===== config.mk =====
export PLATFORM = sky130hd
export DESIGN_NAME = mem_port_arbiter_flat
export DESIGN_NICKNAME = d
export VERILOG_FILES = /design/src/rtl/mem_port_arbiter_if.sv /design/src/rtl/mem_port_arbiter.sv /design/src/flat_wrapper.sv
export SDC_FILE = /design/constraint.sdc
export NUM_CORES = 1
export LEC_CHECK = 0
export ABC_AREA = 1
export CAP_MARGIN = 20
export CORE_MARGIN = 8
export CORE_UTILIZATION = 45
export CTS_CLUSTER_DIAMETER = 60
export DETAILED_ROUTE_END_ITERATION = 8
export GPL_TIMING_DRIVEN = 0
export PLACE_DENSITY = 0.85
export REMOVE_ABC_BUFFERS = 1
export SYNTH_ARGS = -nofsm -noshare
export SYNTH_HDL_FRONTEND = slang
export SYNTH_SLANG_ARGS = --single-unit

===== constraint.sdc =====
create_clock -name clk -period 3 [get_ports clk]
set_input_delay 0.45 -clock clk [delete_from_list [all_inputs] [get_ports clk]]
set_output_delay 0.45 -clock clk [all_outputs]
set_load 0.02 [all_outputs]

===== src/rtl/mem_port_arbiter_if.sv =====
// Bus bundle between mem_port_arbiter and its environment.
// Carries the fetch port, the data port, the stalls/err and the memory port.
interface mem_port_arbiter_if #(
  parameter int ADDR_W = 32,
  parameter int DATA_W = 32
);
  localparam int BE_W = DATA_W / 8;

  logic              if_req;
  logic [ADDR_W-1:0] if_addr;
  logic [DATA_W-1:0] if_rdata;
  logic              if_valid;

  logic              dm_req;
  logic              dm_we;
  logic [BE_W-1:0]   dm_be;
  logic [ADDR_W-1:0] dm_addr;
  logic [DATA_W-1:0] dm_wdata;
  logic [DATA_W-1:0] dm_rdata;
  logic              dm_valid;

  logic              stall_if;
  logic              stall_mem;
  logic              err;

  logic              mem_req;
  logic              mem_we;
  logic [BE_W-1:0]   mem_be;
  logic [ADDR_W-1:0] mem_addr;
  logic [DATA_W-1:0] mem_wdata;
  logic [DATA_W-1:0] mem_rdata;
  logic              mem_ready;

  modport slave (
    input  if_req, if_addr,
    output if_rdata, if_valid,
    input  dm_req, dm_we, dm_be, dm_addr, dm_wdata,
    output dm_rdata, dm_valid,
    output stall_if, stall_mem, err,
    output mem_req, mem_we, mem_be, mem_addr, mem_wdata,
    input  mem_rdata, mem_ready
  );

  modport master (
    output if_req, if_addr,
    input  if_rdata, if_valid,
    output dm_req, dm_we, dm_be, dm_addr, dm_wdata,
    input  dm_rdata, dm_valid,
    input  stall_if, stall_mem, err,
    input  mem_req, mem_we, mem_be, mem_addr, mem_wdata,
    output mem_rdata, mem_ready
  );
endinterface


===== src/rtl/mem_port_arbiter.sv =====
// Shares one single-ported memory between fetch and data stages.
// Ports: clk, reset (async, active-low), bus (slave side of
// mem_port_arbiter_if: if_*, dm_*, stall_*, err, mem_*).
// Optional MEM_ARB_RR_EN: round-robin between fetch and data
// instead of fixed data-first priority.
module mem_port_arbiter #(
  parameter int ADDR_W         = 32,
  parameter int DATA_W         = 32,
  parameter int TIMEOUT_CYCLES = 64,
  parameter int CNT_W          = (TIMEOUT_CYCLES > 0) ?
                                 $clog2(TIMEOUT_CYCLES + 1) : 1
) (
  input logic clk,
  input logic reset,
  mem_port_arbiter_if.slave bus
);

  localparam int BE_W = DATA_W / 8;
  localparam logic [CNT_W-1:0] TO_LAST =
    CNT_W'((TIMEOUT_CYCLES > 0) ? TIMEOUT_CYCLES - 1 : 0);

  typedef enum logic [1:0] {
    IDLE,
    SERVE_D,
    SERVE_I
  } state_t;

  state_t            state_q, state_d;
  logic              mem_req_q, mem_req_d;
  logic              mem_we_q, mem_we_d;
  logic [BE_W-1:0]   mem_be_q, mem_be_d;
  logic [ADDR_W-1:0] mem_addr_q, mem_addr_d;
  logic [DATA_W-1:0] mem_wdata_q, mem_wdata_d;
  logic [DATA_W-1:0] if_rdata_q, if_rdata_d;
  logic [DATA_W-1:0] dm_rdata_q, dm_rdata_d;
  logic              if_valid_q, if_valid_d;
  logic              dm_valid_q, dm_valid_d;
  logic              err_q, err_d;
  logic [CNT_W-1:0]  cnt_q, cnt_d;

  logic d_elig;
  logic i_elig;
  logic grant_d;
  logic expire;

`ifdef MEM_ARB_RR_EN
  // 1 = data was granted last, 0 = fetch
  logic last_d_q, last_d_d;
`endif

  // A requester whose valid is high is being released this cycle;
  // its still-high req must not start a duplicate access.
  assign d_elig = bus.dm_req & ~dm_valid_q;
  assign i_elig = bus.if_req & ~if_valid_q;

`ifdef MEM_ARB_RR_EN
  assign grant_d = d_elig & (~i_elig | ~last_d_q);
`else
  assign grant_d = d_elig;
`endif

  // mem_ready is checked first, so a same-cycle ready beats expiry.
  assign expire = (TIMEOUT_CYCLES > 0) && (cnt_q == TO_LAST);

  always_comb begin
    state_d     = state_q;
    mem_req_d   = mem_req_q;
    mem_we_d    = mem_we_q;
    mem_be_d    = mem_be_q;
    mem_addr_d  = mem_addr_q;
    mem_wdata_d = mem_wdata_q;
    if_rdata_d  = if_rdata_q;
    dm_rdata_d  = dm_rdata_q;
    if_valid_d  = 1'b0;
    dm_valid_d  = 1'b0;
    err_d       = 1'b0;
    cnt_d       = cnt_q;
`ifdef MEM_ARB_RR_EN
    last_d_d    = last_d_q;
`endif
    unique case (state_q)
      IDLE: begin
        if (grant_d) begin
          state_d     = SERVE_D;
          mem_req_d   = 1'b1;
          mem_we_d    = bus.dm_we;
          mem_be_d    = bus.dm_be;
          mem_addr_d  = bus.dm_addr;
          mem_wdata_d = bus.dm_wdata;
          cnt_d       = '0;
`ifdef MEM_ARB_RR_EN
          last_d_d    = 1'b1;
`endif
        end else if (i_elig) begin
          state_d     = SERVE_I;
          mem_req_d   = 1'b1;
          mem_we_d    = 1'b0;
          mem_be_d    = '1;
          mem_addr_d  = bus.if_addr;
          mem_wdata_d = '0;
          cnt_d       = '0;
`ifdef MEM_ARB_RR_EN
          last_d_d    = 1'b0;
`endif
        end
      end
      SERVE_D: begin
        if (bus.mem_ready) begin
          state_d    = IDLE;
          mem_req_d  = 1'b0;
          dm_valid_d = 1'b1;
          if (!mem_we_q)
            dm_rdata_d = bus.mem_rdata;
        end else if (expire) begin
          state_d    = IDLE;
          mem_req_d  = 1'b0;
          dm_valid_d = 1'b1;
          err_d      = 1'b1;
          dm_rdata_d = '0;
        end else begin
          cnt_d = cnt_q + CNT_W'(1);
        end
      end
      SERVE_I: begin
        if (bus.mem_ready) begin
          state_d    = IDLE;
          mem_req_d  = 1'b0;
          if_valid_d = 1'b1;
          if_rdata_d = bus.mem_rdata;
        end else if (expire) begin
          state_d    = IDLE;
          mem_req_d  = 1'b0;
          if_valid_d = 1'b1;
          err_d      = 1'b1;
          if_rdata_d = '0;
        end else begin
          cnt_d = cnt_q + CNT_W'(1);
        end
      end
      default: begin
        state_d   = IDLE;
        mem_req_d = 1'b0;
      end
    endcase
  end

  always_ff @(posedge clk or negedge reset) begin
    if (!reset) begin
      state_q     <= IDLE;
      mem_req_q   <= 1'b0;
      mem_we_q    <= 1'b0;
      mem_be_q    <= '0;
      mem_addr_q  <= '0;
      mem_wdata_q <= '0;
      if_rdata_q  <= '0;
      dm_rdata_q  <= '0;
      if_valid_q  <= 1'b0;
      dm_valid_q  <= 1'b0;
      err_q       <= 1'b0;
      cnt_q       <= '0;
`ifdef MEM_ARB_RR_EN
      last_d_q    <= 1'b0;
`endif
    end else begin
      state_q     <= state_d;
      mem_req_q   <= mem_req_d;
      mem_we_q    <= mem_we_d;
      mem_be_q    <= mem_be_d;
      mem_addr_q  <= mem_addr_d;
      mem_wdata_q <= mem_wdata_d;
      if_rdata_q  <= if_rdata_d;
      dm_rdata_q  <= dm_rdata_d;
      if_valid_q  <= if_valid_d;
      dm_valid_q  <= dm_valid_d;
      err_q       <= err_d;
      cnt_q       <= cnt_d;
`ifdef MEM_ARB_RR_EN
      last_d_q    <= last_d_d;
`endif
    end
  end

  assign bus.if_rdata  = if_rdata_q;
  assign bus.if_valid  = if_valid_q;
  assign bus.dm_rdata  = dm_rdata_q;
  assign bus.dm_valid  = dm_valid_q;
  assign bus.err       = err_q;
  assign bus.stall_if  = bus.if_req & ~if_valid_q;
  assign bus.stall_mem = bus.dm_req & ~dm_valid_q;
  assign bus.mem_req   = mem_req_q;
  assign bus.mem_we    = mem_we_q;
  assign bus.mem_be    = mem_be_q;
  assign bus.mem_addr  = mem_addr_q;
  assign bus.mem_wdata = mem_wdata_q;

endmodule


===== src/flat_wrapper.sv =====
// flat-port wrapper written by rule: the top's interface ports become plain ports
module mem_port_arbiter_flat 
#(
  parameter int ADDR_W         = 32,
  parameter int DATA_W         = 32,
  parameter int TIMEOUT_CYCLES = 64,
  parameter int CNT_W          = (TIMEOUT_CYCLES > 0) ?
                                 $clog2(TIMEOUT_CYCLES + 1) : 1
)
  (clk, reset, bus_if_req, bus_if_addr, bus_if_rdata, bus_if_valid, bus_dm_req, bus_dm_we, bus_dm_be, bus_dm_addr, bus_dm_wdata, bus_dm_rdata, bus_dm_valid, bus_stall_if, bus_stall_mem, bus_err, bus_mem_req, bus_mem_we, bus_mem_be, bus_mem_addr, bus_mem_wdata, bus_mem_rdata, bus_mem_ready);
  mem_port_arbiter_if #(.ADDR_W(ADDR_W), .DATA_W(DATA_W)) bus_i ();
  input logic clk;
  input logic reset;
  input wire logic [$bits(bus_i.if_req)-1:0] bus_if_req;
  input wire logic [$bits(bus_i.if_addr)-1:0] bus_if_addr;
  output wire logic [$bits(bus_i.if_rdata)-1:0] bus_if_rdata;
  output wire logic [$bits(bus_i.if_valid)-1:0] bus_if_valid;
  input wire logic [$bits(bus_i.dm_req)-1:0] bus_dm_req;
  input wire logic [$bits(bus_i.dm_we)-1:0] bus_dm_we;
  input wire logic [$bits(bus_i.dm_be)-1:0] bus_dm_be;
  input wire logic [$bits(bus_i.dm_addr)-1:0] bus_dm_addr;
  input wire logic [$bits(bus_i.dm_wdata)-1:0] bus_dm_wdata;
  output wire logic [$bits(bus_i.dm_rdata)-1:0] bus_dm_rdata;
  output wire logic [$bits(bus_i.dm_valid)-1:0] bus_dm_valid;
  output wire logic [$bits(bus_i.stall_if)-1:0] bus_stall_if;
  output wire logic [$bits(bus_i.stall_mem)-1:0] bus_stall_mem;
  output wire logic [$bits(bus_i.err)-1:0] bus_err;
  output wire logic [$bits(bus_i.mem_req)-1:0] bus_mem_req;
  output wire logic [$bits(bus_i.mem_we)-1:0] bus_mem_we;
  output wire logic [$bits(bus_i.mem_be)-1:0] bus_mem_be;
  output wire logic [$bits(bus_i.mem_addr)-1:0] bus_mem_addr;
  output wire logic [$bits(bus_i.mem_wdata)-1:0] bus_mem_wdata;
  input wire logic [$bits(bus_i.mem_rdata)-1:0] bus_mem_rdata;
  input wire logic [$bits(bus_i.mem_ready)-1:0] bus_mem_ready;
  assign bus_i.if_req = bus_if_req;
  assign bus_i.if_addr = bus_if_addr;
  assign bus_if_rdata = bus_i.if_rdata;
  assign bus_if_valid = bus_i.if_valid;
  assign bus_i.dm_req = bus_dm_req;
  assign bus_i.dm_we = bus_dm_we;
  assign bus_i.dm_be = bus_dm_be;
  assign bus_i.dm_addr = bus_dm_addr;
  assign bus_i.dm_wdata = bus_dm_wdata;
  assign bus_dm_rdata = bus_i.dm_rdata;
  assign bus_dm_valid = bus_i.dm_valid;
  assign bus_stall_if = bus_i.stall_if;
  assign bus_stall_mem = bus_i.stall_mem;
  assign bus_err = bus_i.err;
  assign bus_mem_req = bus_i.mem_req;
  assign bus_mem_we = bus_i.mem_we;
  assign bus_mem_be = bus_i.mem_be;
  assign bus_mem_addr = bus_i.mem_addr;
  assign bus_mem_wdata = bus_i.mem_wdata;
  assign bus_i.mem_rdata = bus_mem_rdata;
  assign bus_i.mem_ready = bus_mem_ready;
  mem_port_arbiter #(.ADDR_W(ADDR_W), .DATA_W(DATA_W), .TIMEOUT_CYCLES(TIMEOUT_CYCLES), .CNT_W(CNT_W)) u_core (.clk(clk), .reset(reset), .bus(bus_i));
endmodule

==> reports/results.tsv, run 1 <==
metric	value	unit
run status	finished clean	
GRT Util Overall	0.225	
Post-Syn Area	6290	sq um
clock-pin slew on the worst setup and hold paths	0.06	ns
hpwl dp	14600	um
max cap viols	0	
peak supply drop	0.583	mV
Layout area overhead	56.7	%
most used cell, CP	clkdlybuf4s50_1	
final count of pins violating max slew	0	
drt first-iter violations	481	
nature of the critical path endpoint	primary output	
largest net degree at the start of global routing	87	
Total Wirelength	20800	um
area taken by multi-input logic gates	2330	sq um
final hold vios	0	
switching share of power	0.387	
most common cell after layout, fill and taps aside	clkdlybuf4s50_1	
Setup WS pre-CTS	-0.663	ns
drt pass-1 iters	7	
vias in the first global route	5810	
ant diodes	0	
site row count	43	
Via-to-Cell Ratio	5.06	
RSZ-0062 raised after global routing	no	
Pleak	0.00458	uW
first-pass GRT wire length	31600	um
Detail Route Antenna Nets	0	
IO Count	277	
Fmax	376	MHz
Syn Area/Cell	8.83	sq um
Slew @ Worst Pin	0.952	ns
Die H	134	um
Worst Path Buf+Inv	4	
port bufs	276	
layout cell share with drive strength beyond 1	0.0587	
clock power share	0.207	
Final Wtd Congestion	0.779	
clk sinks	146	
HP Class	in2async	
slowest stage delay, CP	0.63	ns
fill count	1019	
CTS Buf Count	17	
P per Cell Area	1060	nW/um^2
storage element area	3650	sq um
Worst EP arrival	2.21	ns
Seq/Total Area, Yosys	0.581	
vias post-DR	5909	
warnings from Yosys	0	
WS Path Type	in2out	
Required @ worst endpoint	2.55	ns
fin nets	1120	
Rel. slew slack	0.365	
root buffer cell	clkbuf_16	
FF-to-FF Start	u_core.state_q[0]	
CP Launch Point	bus_dm_req	
initial antenna violation count	0	
critical-path cell list	clkdlybuf4s50_1, nand2_4, clkinvlp_4, buf_4, clkdlybuf4s50_1	
Starting Density	0.457	
Clk Latency, worst-skew pair	0.42	ns
Slowest-stage cell, CP	clkdlybuf4s50_1	
Comb power frac	0.481	
internal power	6400	uW
Final Power	10400	uW
Setup Skew	0.0114	ns
flops & latches, synth	146	
DIE AREA	18000	sq um
share of power burned in registers	0.313	
global route overflow	0	
WL per Instance	17.8	um
Top delay family on crit path	buffers and inverters	
NetSw	4040	uW
crit path max fanout	38	
Setup Viol. Count Final	0	
min Tclk post-route	2.66	ns
CTS tree	yes	
DR DRC count	0	
Unique masters post-synth	25	
H-tree depth	4	
Placeable Area	13800	sq um
cts hold-fix bufs	0	
final setup margin	0.339	ns
commonest non-fill, non-tap cells in the layout	clkdlybuf4s50_1, nand2_1, dfrtp_1	
hold slack	0.0891	ns
Clock Tree Buf Depth	2	
CP startpoint kind	primary input	
Die W	134	um
Period Utilization, post-route	0.887	
Syn Inst Count	713	
[through the flow]
| step | cell area, sq um | setup TNS, ns | instances | utilization |
|---|---|---|---|---|
| 6_report | 9860 | 0 | 1168 | 0.716 |
| 4_1_cts | 9800 | 0 | 1162 | 0.711 |
| 3_5_place_dp | 9180 | -0.762 | 1131 | 0.667 |
| 2_1_floorplan | 6040 | 0 | 669 | - |
| 3_3_place_gp | 9030 | -767.36 | 1125 | 0.656 |
| 5_1_grt | 9860 | 0 | 1168 | 0.716 |
[timing repair]
| action | CTS | global route |
|---|---|---|
| gates cloned | 1 | 0 |
| endpoints found under the setup margin | 1 | 1 |
| pin swaps | 0 | 0 |
| buffers inserted | 0 | 5 |
| resized for setup | 2 | 0 |
[synthesized netlist by cell type]
cell type	number	area [sq um]
nor2_1	75	282
a21oi_4	1	16.3
nand4_1	32	200
nor2_2	1	6.26
nor2_4	1	11.3
nand3_1	38	190
a21oi_1	1	5.00
nor3_1	1	5.00
dfrtp_1	146	3650
o22a_1	4	35.0
buf_6	6	67.6
inv_1	18	67.6
buf_4	3	22.5
inv_2	1	3.75
ha_1	5	62.6
buf_2	21	105
nand2_1	268	1010
o21ai_1	9	45.0
a21boi_0	1	7.51
o21ai_0	26	130
nand2_2	6	37.5
o21a_1	32	240
nand2_4	2	22.5
nand3_4	1	17.5
clkbuf_1	14	52.6
[cells by family after synthesis]
| group | count (synthesis) | synth area share |
|---|---|---|
| adders and majority gates | 5 | 0.00994 |
| and+or+nand+nor | 425 | 0.283 |
| AOI/OAI and AO/OA | 74 | 0.0762 |
| DFF | 146 | 0.581 |
| buffers and inverters | 63 | 0.0507 |
[state kept, by name (all words and copies together), names as in the netlist]
register and cells:
u_core.bus.mem_be 4, u_core.bus.dm_valid 1, u_core.bus.mem_wdata 32, u_core.cnt_q 7
u_core.bus.if_rdata 32, u_core.state_q 2, u_core.bus.mem_addr 32, u_core.bus.mem_we 1
u_core.bus.if_valid 1, u_core.bus.err 1, u_core.bus.mem_req 1, u_core.bus.dm_rdata 32
[power by group through the flow]
stage	Combinational (uW)	Clock (uW)	Sequential (uW)
2_1_floorplan	1370	0	4250
3_3_place_gp	4800	0	3230
3_5_place_dp	5010	0	3270
4_1_cts	5050	2190	3260
5_1_grt	5370	2270	3350
6_report	5020	2160	3260
[per-layer routing]
layer / vias up / GRT usage / share of wire
met5: - / 0 / 0
met4: 0 / 0.0892 / 0.025
met3: 38 / 0.0894 / 0.10
met2: 268 / 0.365 / 0.48
met1: 2788 / 0.262 / 0.39
li1: 2815 / - / -
[final timing paths]
kind | end | slack [ns] | depth (start not counted)
max in group asynchronous | u_core.state_q[1] | 2.16 | 2
hold / removal | u_core.bus.if_rdata[11] | 0.09 | 1
min in group clk | u_core.bus.dm_rdata[5] | 0.47 | 2
setup reg to reg | u_core.bus.mem_wdata[25] | 0.83 | 8
setup / recovery | bus_stall_mem | 0.34 | 5
hold reg to reg | u_core.bus.dm_rdata[5] | 0.47 | 2
[area by class of cell]
class / count / share of cell area
Clock buffer: 21 / 0.0477
Clock inverter: 9 / 0.0133
Timing Repair Buffer: 288 / 0.301
Timing Repair inverter: 1 / 0.000508
Sequential cell: 146 / 0.371
Multi-Input combinational cell: 504 / 0.236
Tap cell: 180 / 0.0228
Inverter: 19 / 0.00762
Note: power is estimated with default switching activity, not from simulation.
==> inputs of run 2 (changes only) <==
--- a/config.mk
+++ b/config.mk
@@ -11,7 +11,7 @@
 export CORE_UTILIZATION = 45
 export CTS_CLUSTER_DIAMETER = 60
 export DETAILED_ROUTE_END_ITERATION = 8
-export GPL_TIMING_DRIVEN = 0
+export HOLD_SLACK_MARGIN = 0.06
 export PLACE_DENSITY = 0.85
 export REMOVE_ABC_BUFFERS = 1
 export SYNTH_ARGS = -nofsm -noshare
==> reports/results.tsv, run 2 (synthesis results as in run 1) <==
metric	value	unit
run status	finished clean	
vias post-DR	5970	
site row count	43	
setup_tns	0	ns
routed wl met3	2140	um
Setup Skew	0.0106	ns
CP Launch Point	bus_dm_req	
Setup Viol. Count Final	0	
Slowest-stage cell, CP	clkdlybuf4s50_1	
initial antenna violation count	0	
port bufs	276	
first-pass GRT wire length	33400	um
NetSw	4070	uW
CTS tree	yes	
final count of pins violating max slew	0	
ant diodes	0	
Required @ worst endpoint	2.55	ns
Top Layer Used	met4	
Starting Density	0.457	
P per Cell Area	1070	nW/um^2
met2 wire length	10900	um
Comb power frac	0.470	
final non-filler cell total	1169	
drt first-iter violations	465	
reg2reg path depth	7	
fin area	9770	sq um
fill count	1027	
peak supply drop	0.643	mV
Die H	134	um
layout cell share with drive strength beyond 1	0.0586	
Via-to-Cell Ratio	5.11	
most used cell, CP	clkdlybuf4s50_1	
Layout area overhead	55.3	%
hpwl dp	15500	um
root buffer cell	clkbuf_16	
fin nets	1119	
max cap viols	0	
FF-to-FF Start	u_core.state_q[0]	
Pleak	0.00457	uW
CP endpoint	bus_stall_mem	
vias in the first global route	6092	
RSZ-0062 raised after global routing	no	
clock power share	0.216	
commonest non-fill, non-tap cells in the layout	clkdlybuf4s50_1, nand2_1, dfrtp_1	
min Tclk post-route	2.20	ns
clock-pin slew on the worst setup and hold paths	0.06	ns
share of power burned in registers	0.314	
placed cells	1136	
nature of the critical path endpoint	primary output	
post-route met1 wirelength	8070	um
placed cell area	9120	sq um
hold path startpoint	bus_mem_ready	
crit path max fanout	6	
WS Path Type	in2out	
reg2reg setup slack	0.98	ns
GRT Util Overall	0.237	
H-tree depth	4	
IO Count	277	
number of setup buffers added after CTS	0	
HP Class	in2reg	
WL per Instance	18.5	um
CTS resizes	0	
Period Utilization, post-route	0.734	
switching share of power	0.390	
Detail Route Antenna Nets	0	
largest net degree at the start of global routing	67	
DIE AREA	18000	sq um
CTS Buf Count	17	
clk sinks	146	
most common cell after layout, fill and taps aside	clkdlybuf4s50_1	
drt pass-1 iters	5	
Placeable Area	13800	sq um
reg2reg end	u_core.bus.mem_wdata[18]	
Rel. slew slack	0.343	
Worst EP arrival	1.75	ns
CP startpoint kind	primary input	
Clock Tree Buf Depth	2	
final hold vios	0	
Total Wirelength	21600	um
Die W	134	um
slowest stage delay, CP	0.62	ns
Clk Latency, worst-skew pair	0.41	ns
internal power	6360	uW
Final Wtd Congestion	0.800	
Fmax	454	MHz
global route overflow	0	
Slew @ Worst Pin	0.984	ns
critical-path cell list	clkdlybuf4s50_1, nand2_2, inv_1, clkdlybuf4s50_1	
DR DRC count	0	
==> run 2: cell count changes in the layout (fill, tap and decap cells not counted), moves of 2 or more <==
cell and change:
buf_16 -4, clkinv_4 +2, buf_4 +5, buf_12 -2
clkinv_2 +2, clkinvlp_4 -3
==> run 2: layout make-up <==
type	instances	area (sq um)	area share
inverters	19	71.3	0.00730
multi-input cells	504	2320	0.237
clock inverters	13	183	0.0187
clock buffers	19	453	0.0464
well taps	180	225	0.0231
flip-flops and latches	146	3650	0.374
repair buffers	288	2860	0.293
==> run 2: stage by stage <==
step | hold WS (ns) | setup WS, ns | utilization | total power [uW]
after global routing | 0.277 | 0.763 | 0.709 | 11000
after detailed placement | 0.431 | 0.796 | 0.662 | 8210
after floorplan | 0.154 | 0.299 | - | 5620
after CTS | 0.267 | 0.796 | 0.709 | 10500
after global placement | 0.427 | 0.793 | 0.662 | 8070
final | 0.292 | 0.798 | 0.709 | 10400
==> run 2: routing by layer <==
layer,vias up,track usage
li1,2819,-
met4,0,0.0861
met1,2857,0.271
met3,31,0.0808
met2,263,0.404
met5,-,0
==> run 2: worst min path at each step <==
stage | slack [ns] | cells after the start | to
6_report | 0.29 | 2 | u_core.bus.err
3_3_place_gp | 0.43 | 1 | u_core.bus.dm_rdata[11]
5_1_grt | 0.28 | 2 | u_core.bus.err
4_1_cts | 0.27 | 2 | u_core.bus.err
2_1_floorplan | 0.15 | 0 | u_core.bus.dm_rdata[0]
3_5_place_dp | 0.43 | 1 | u_core.bus.dm_rdata[11]
==> run 2: critical path, delay by kind of cell <==
family / cells / cell delay (ns)
buffers and inverters: 3 / 1.20
AND/OR/NAND/NOR: 1 / 0.11
==> run 2: repair_timing <==
action,CTS,global route
hold buffers,1,0
endpoints found under the hold margin,48,0
endpoints found under the setup margin,0,0
==> run 2: power by group through the flow <==
| stage | sequential (uW) | clock, uW | combinational, uW |
|---|---|---|---|
| finish | 3280 | 2250 | 4900 |
| global route | 3380 | 2360 | 5260 |
| CTS | 3280 | 2300 | 4960 |
| detailed placement | 3290 | 0 | 4920 |
| global placement | 3250 | 0 | 4820 |
| floorplan | 4250 | 0 | 1370 |
==> inputs of run 3 (changes only) <==
--- a/config.mk
+++ b/config.mk
@@ -8,11 +8,11 @@
 export ABC_AREA = 1
 export CAP_MARGIN = 20
 export CORE_MARGIN = 8
-export CORE_UTILIZATION = 45
+export CORE_UTILIZATION = 38
 export CTS_CLUSTER_DIAMETER = 60
 export DETAILED_ROUTE_END_ITERATION = 8
 export HOLD_SLACK_MARGIN = 0.06
-export PLACE_DENSITY = 0.85
+export PLACE_DENSITY = 0.77
 export REMOVE_ABC_BUFFERS = 1
 export SYNTH_ARGS = -nofsm -noshare
 export SYNTH_HDL_FRONTEND = slang
==> constraint.sdc (replaced) <==
create_clock -name clk -period 1.87 [get_ports clk]
set_input_delay 0.2805 -clock clk [delete_from_list [all_inputs] [get_ports clk]]
set_output_delay 0.2805 -clock clk [all_outputs]
set_load 0.02 [all_outputs]
==> reports/results.tsv, run 3 (synthesis results as in run 1) <==
metric	value	unit
run status	finished clean	
Setup WS pre-CTS	-0.0696	ns
number of setup buffers added after CTS	0	
Worst Path Buf+Inv	1	
nature of the critical path endpoint	primary output	
port bufs	276	
HP Class	in2reg	
hpwl dp	15200	um
Starting Density	0.384	
GRT Util Overall	0.201	
clock-pin slew on the worst setup and hold paths	0.06	ns
CTS Buf Count	17	
max cap viols	0	
WL per Instance	17.4	um
root buffer cell	clkbuf_16	
Layout area overhead	58.2	%
vias post-DR	5829	
final setup margin	0.142	ns
clk sinks	146	
critical-path cell list	clkdlybuf4s50_1	
DR DRC count	0	
CP startpoint kind	register	
Detail Route Antenna Nets	0	
met2 wire length	10000	um
Required @ worst endpoint	1.59	ns
vias in the first global route	5828	
fin nets	1126	
P per Cell Area	1690	nW/um^2
drt first-iter violations	324	
site row count	47	
DIE AREA	20900	sq um
Worst EP arrival	1.45	ns
Slew @ Worst Pin	0.456	ns
hold slack	0.296	ns
Setup Skew	0.0110	ns
slowest stage delay, CP	0.67	ns
Top delay family on crit path	buffers and inverters	
most common cell after layout, fill and taps aside	clkdlybuf4s50_1	
Clk Latency, worst-skew pair	0.42	ns
global route overflow	0	
Via-to-Cell Ratio	4.79	
fin area	9950	sq um
Setup Viol. Count Final	0	
placed cells	1182	
placed cell area	9310	sq um
min Tclk post-route	1.73	ns
peak supply drop	0.760	mV
Die W	145	um
Pleak	0.00461	uW
H-tree depth	4	
WS Path Type	reg2out	
RSZ-0062 raised after global routing	no	
Placeable Area	16400	sq um
Slowest-stage cell, CP	clkdlybuf4s50_1	
final count of pins violating max slew	0	
Fmax	579	MHz
crit path max fanout	2	
Top Layer Used	met4	
final hold vios	0	
largest net degree at the start of global routing	66	
ant diodes	0	
Total Wirelength	21100	um
first-pass GRT wire length	32200	um
Final Wtd Congestion	0.823	
CTS tree	yes	
Clock Tree Buf Depth	2	
layout cell share with drive strength beyond 1	0.0643	
Die H	145	um
Rel. slew slack	0.696	
IO Count	277	
Period Utilization, post-route	0.924	
post-route met1 wirelength	8430	um
routed wl met3	2300	um
drt pass-1 iters	4	
commonest non-fill, non-tap cells in the layout	clkdlybuf4s50_1, nand2_1, dfrtp_1	
final non-filler cell total	1216	
initial antenna violation count	0	
run 3: cell types whose count changed in the layout (fill, tap and decap cells not counted), moves of 2 or more:
cell	before	now
buf_12	1	8
clkinv_2	4	1
clkinvlp_4	1	4
clkdlybuf4s50_1	274	272
clkinv_4	3	1
dlygate4sd2_1	0	2
run 3: per-stage QoR:
stage               utilization  total power [uW]  setup TNS [ns]
floorplan                     -              9020          -38.59
global placement          0.567             13200         -0.0783
detailed placement        0.567             13400         -0.0696
CTS                       0.606             17000               0
global route              0.607             17800               0
finish                    0.607             16800               0
run 3: cell type report:
cell class	instances	area (sq um)
Tap cell	220	275
Clock inverter	11	151
Inverter	19	71.3
Multi-Input combinational cell	505	2340
Fill cell	1372	6450
Clock buffer	21	470
Sequential cell	146	3650
Timing Repair Buffer	294	2990
run 3: path summary, 6_finish.rpt:
path / startpoint / to / slack, ns / depth (start not counted)
setup reg to reg: u_core.cnt_q[0] / u_core.bus.if_rdata[26] / 0.22 / 8
min in group asynchronous: reset / u_core.bus.dm_rdata[23] / 0.36 / 2
setup / recovery: u_core.bus.dm_rdata[10] / bus_dm_rdata[10] / 0.14 / 1
max in group asynchronous: reset / u_core.bus.if_rdata[10] / 0.87 / 3
hold / removal: bus_mem_ready / u_core.bus.dm_valid / 0.30 / 3
hold reg to reg: u_core.bus.mem_wdata[14] / u_core.bus.mem_wdata[14] / 0.47 / 2
run 3: routing by layer:
metal / GRT usage / up-vias
li1: - / 2835
met2: 0.327 / 239
met3: 0.0758 / 22
met5: 0 / -
met4: 0.0602 / 0
met1: 0.242 / 2733
run 3: repair_timing:
action | CTS | global route
gates cloned | 0 | 1
hold endpoints to repair | 43 | 0
setup endpoints to repair | 2 | 27
hold buffers | 1 | 0
resized for setup | 2 | 1
run 3: power breakdown:
part           switching, uW  internal [uW]
clock network           1330           2210
logic                   4430           3580
registers                730           4500
total                   6490          10300
run 3: worst reg2reg max path: stages (launching register included):
cell and delay (ns):
dfrtp_1 0.40, ha_1 0.20, nand2_2 0.09, nor2_4 0.14
nand2_2 0.10, nand2_4 0.13, nand2_4 0.26, nand2_1 0.15
nand2_1 0.07
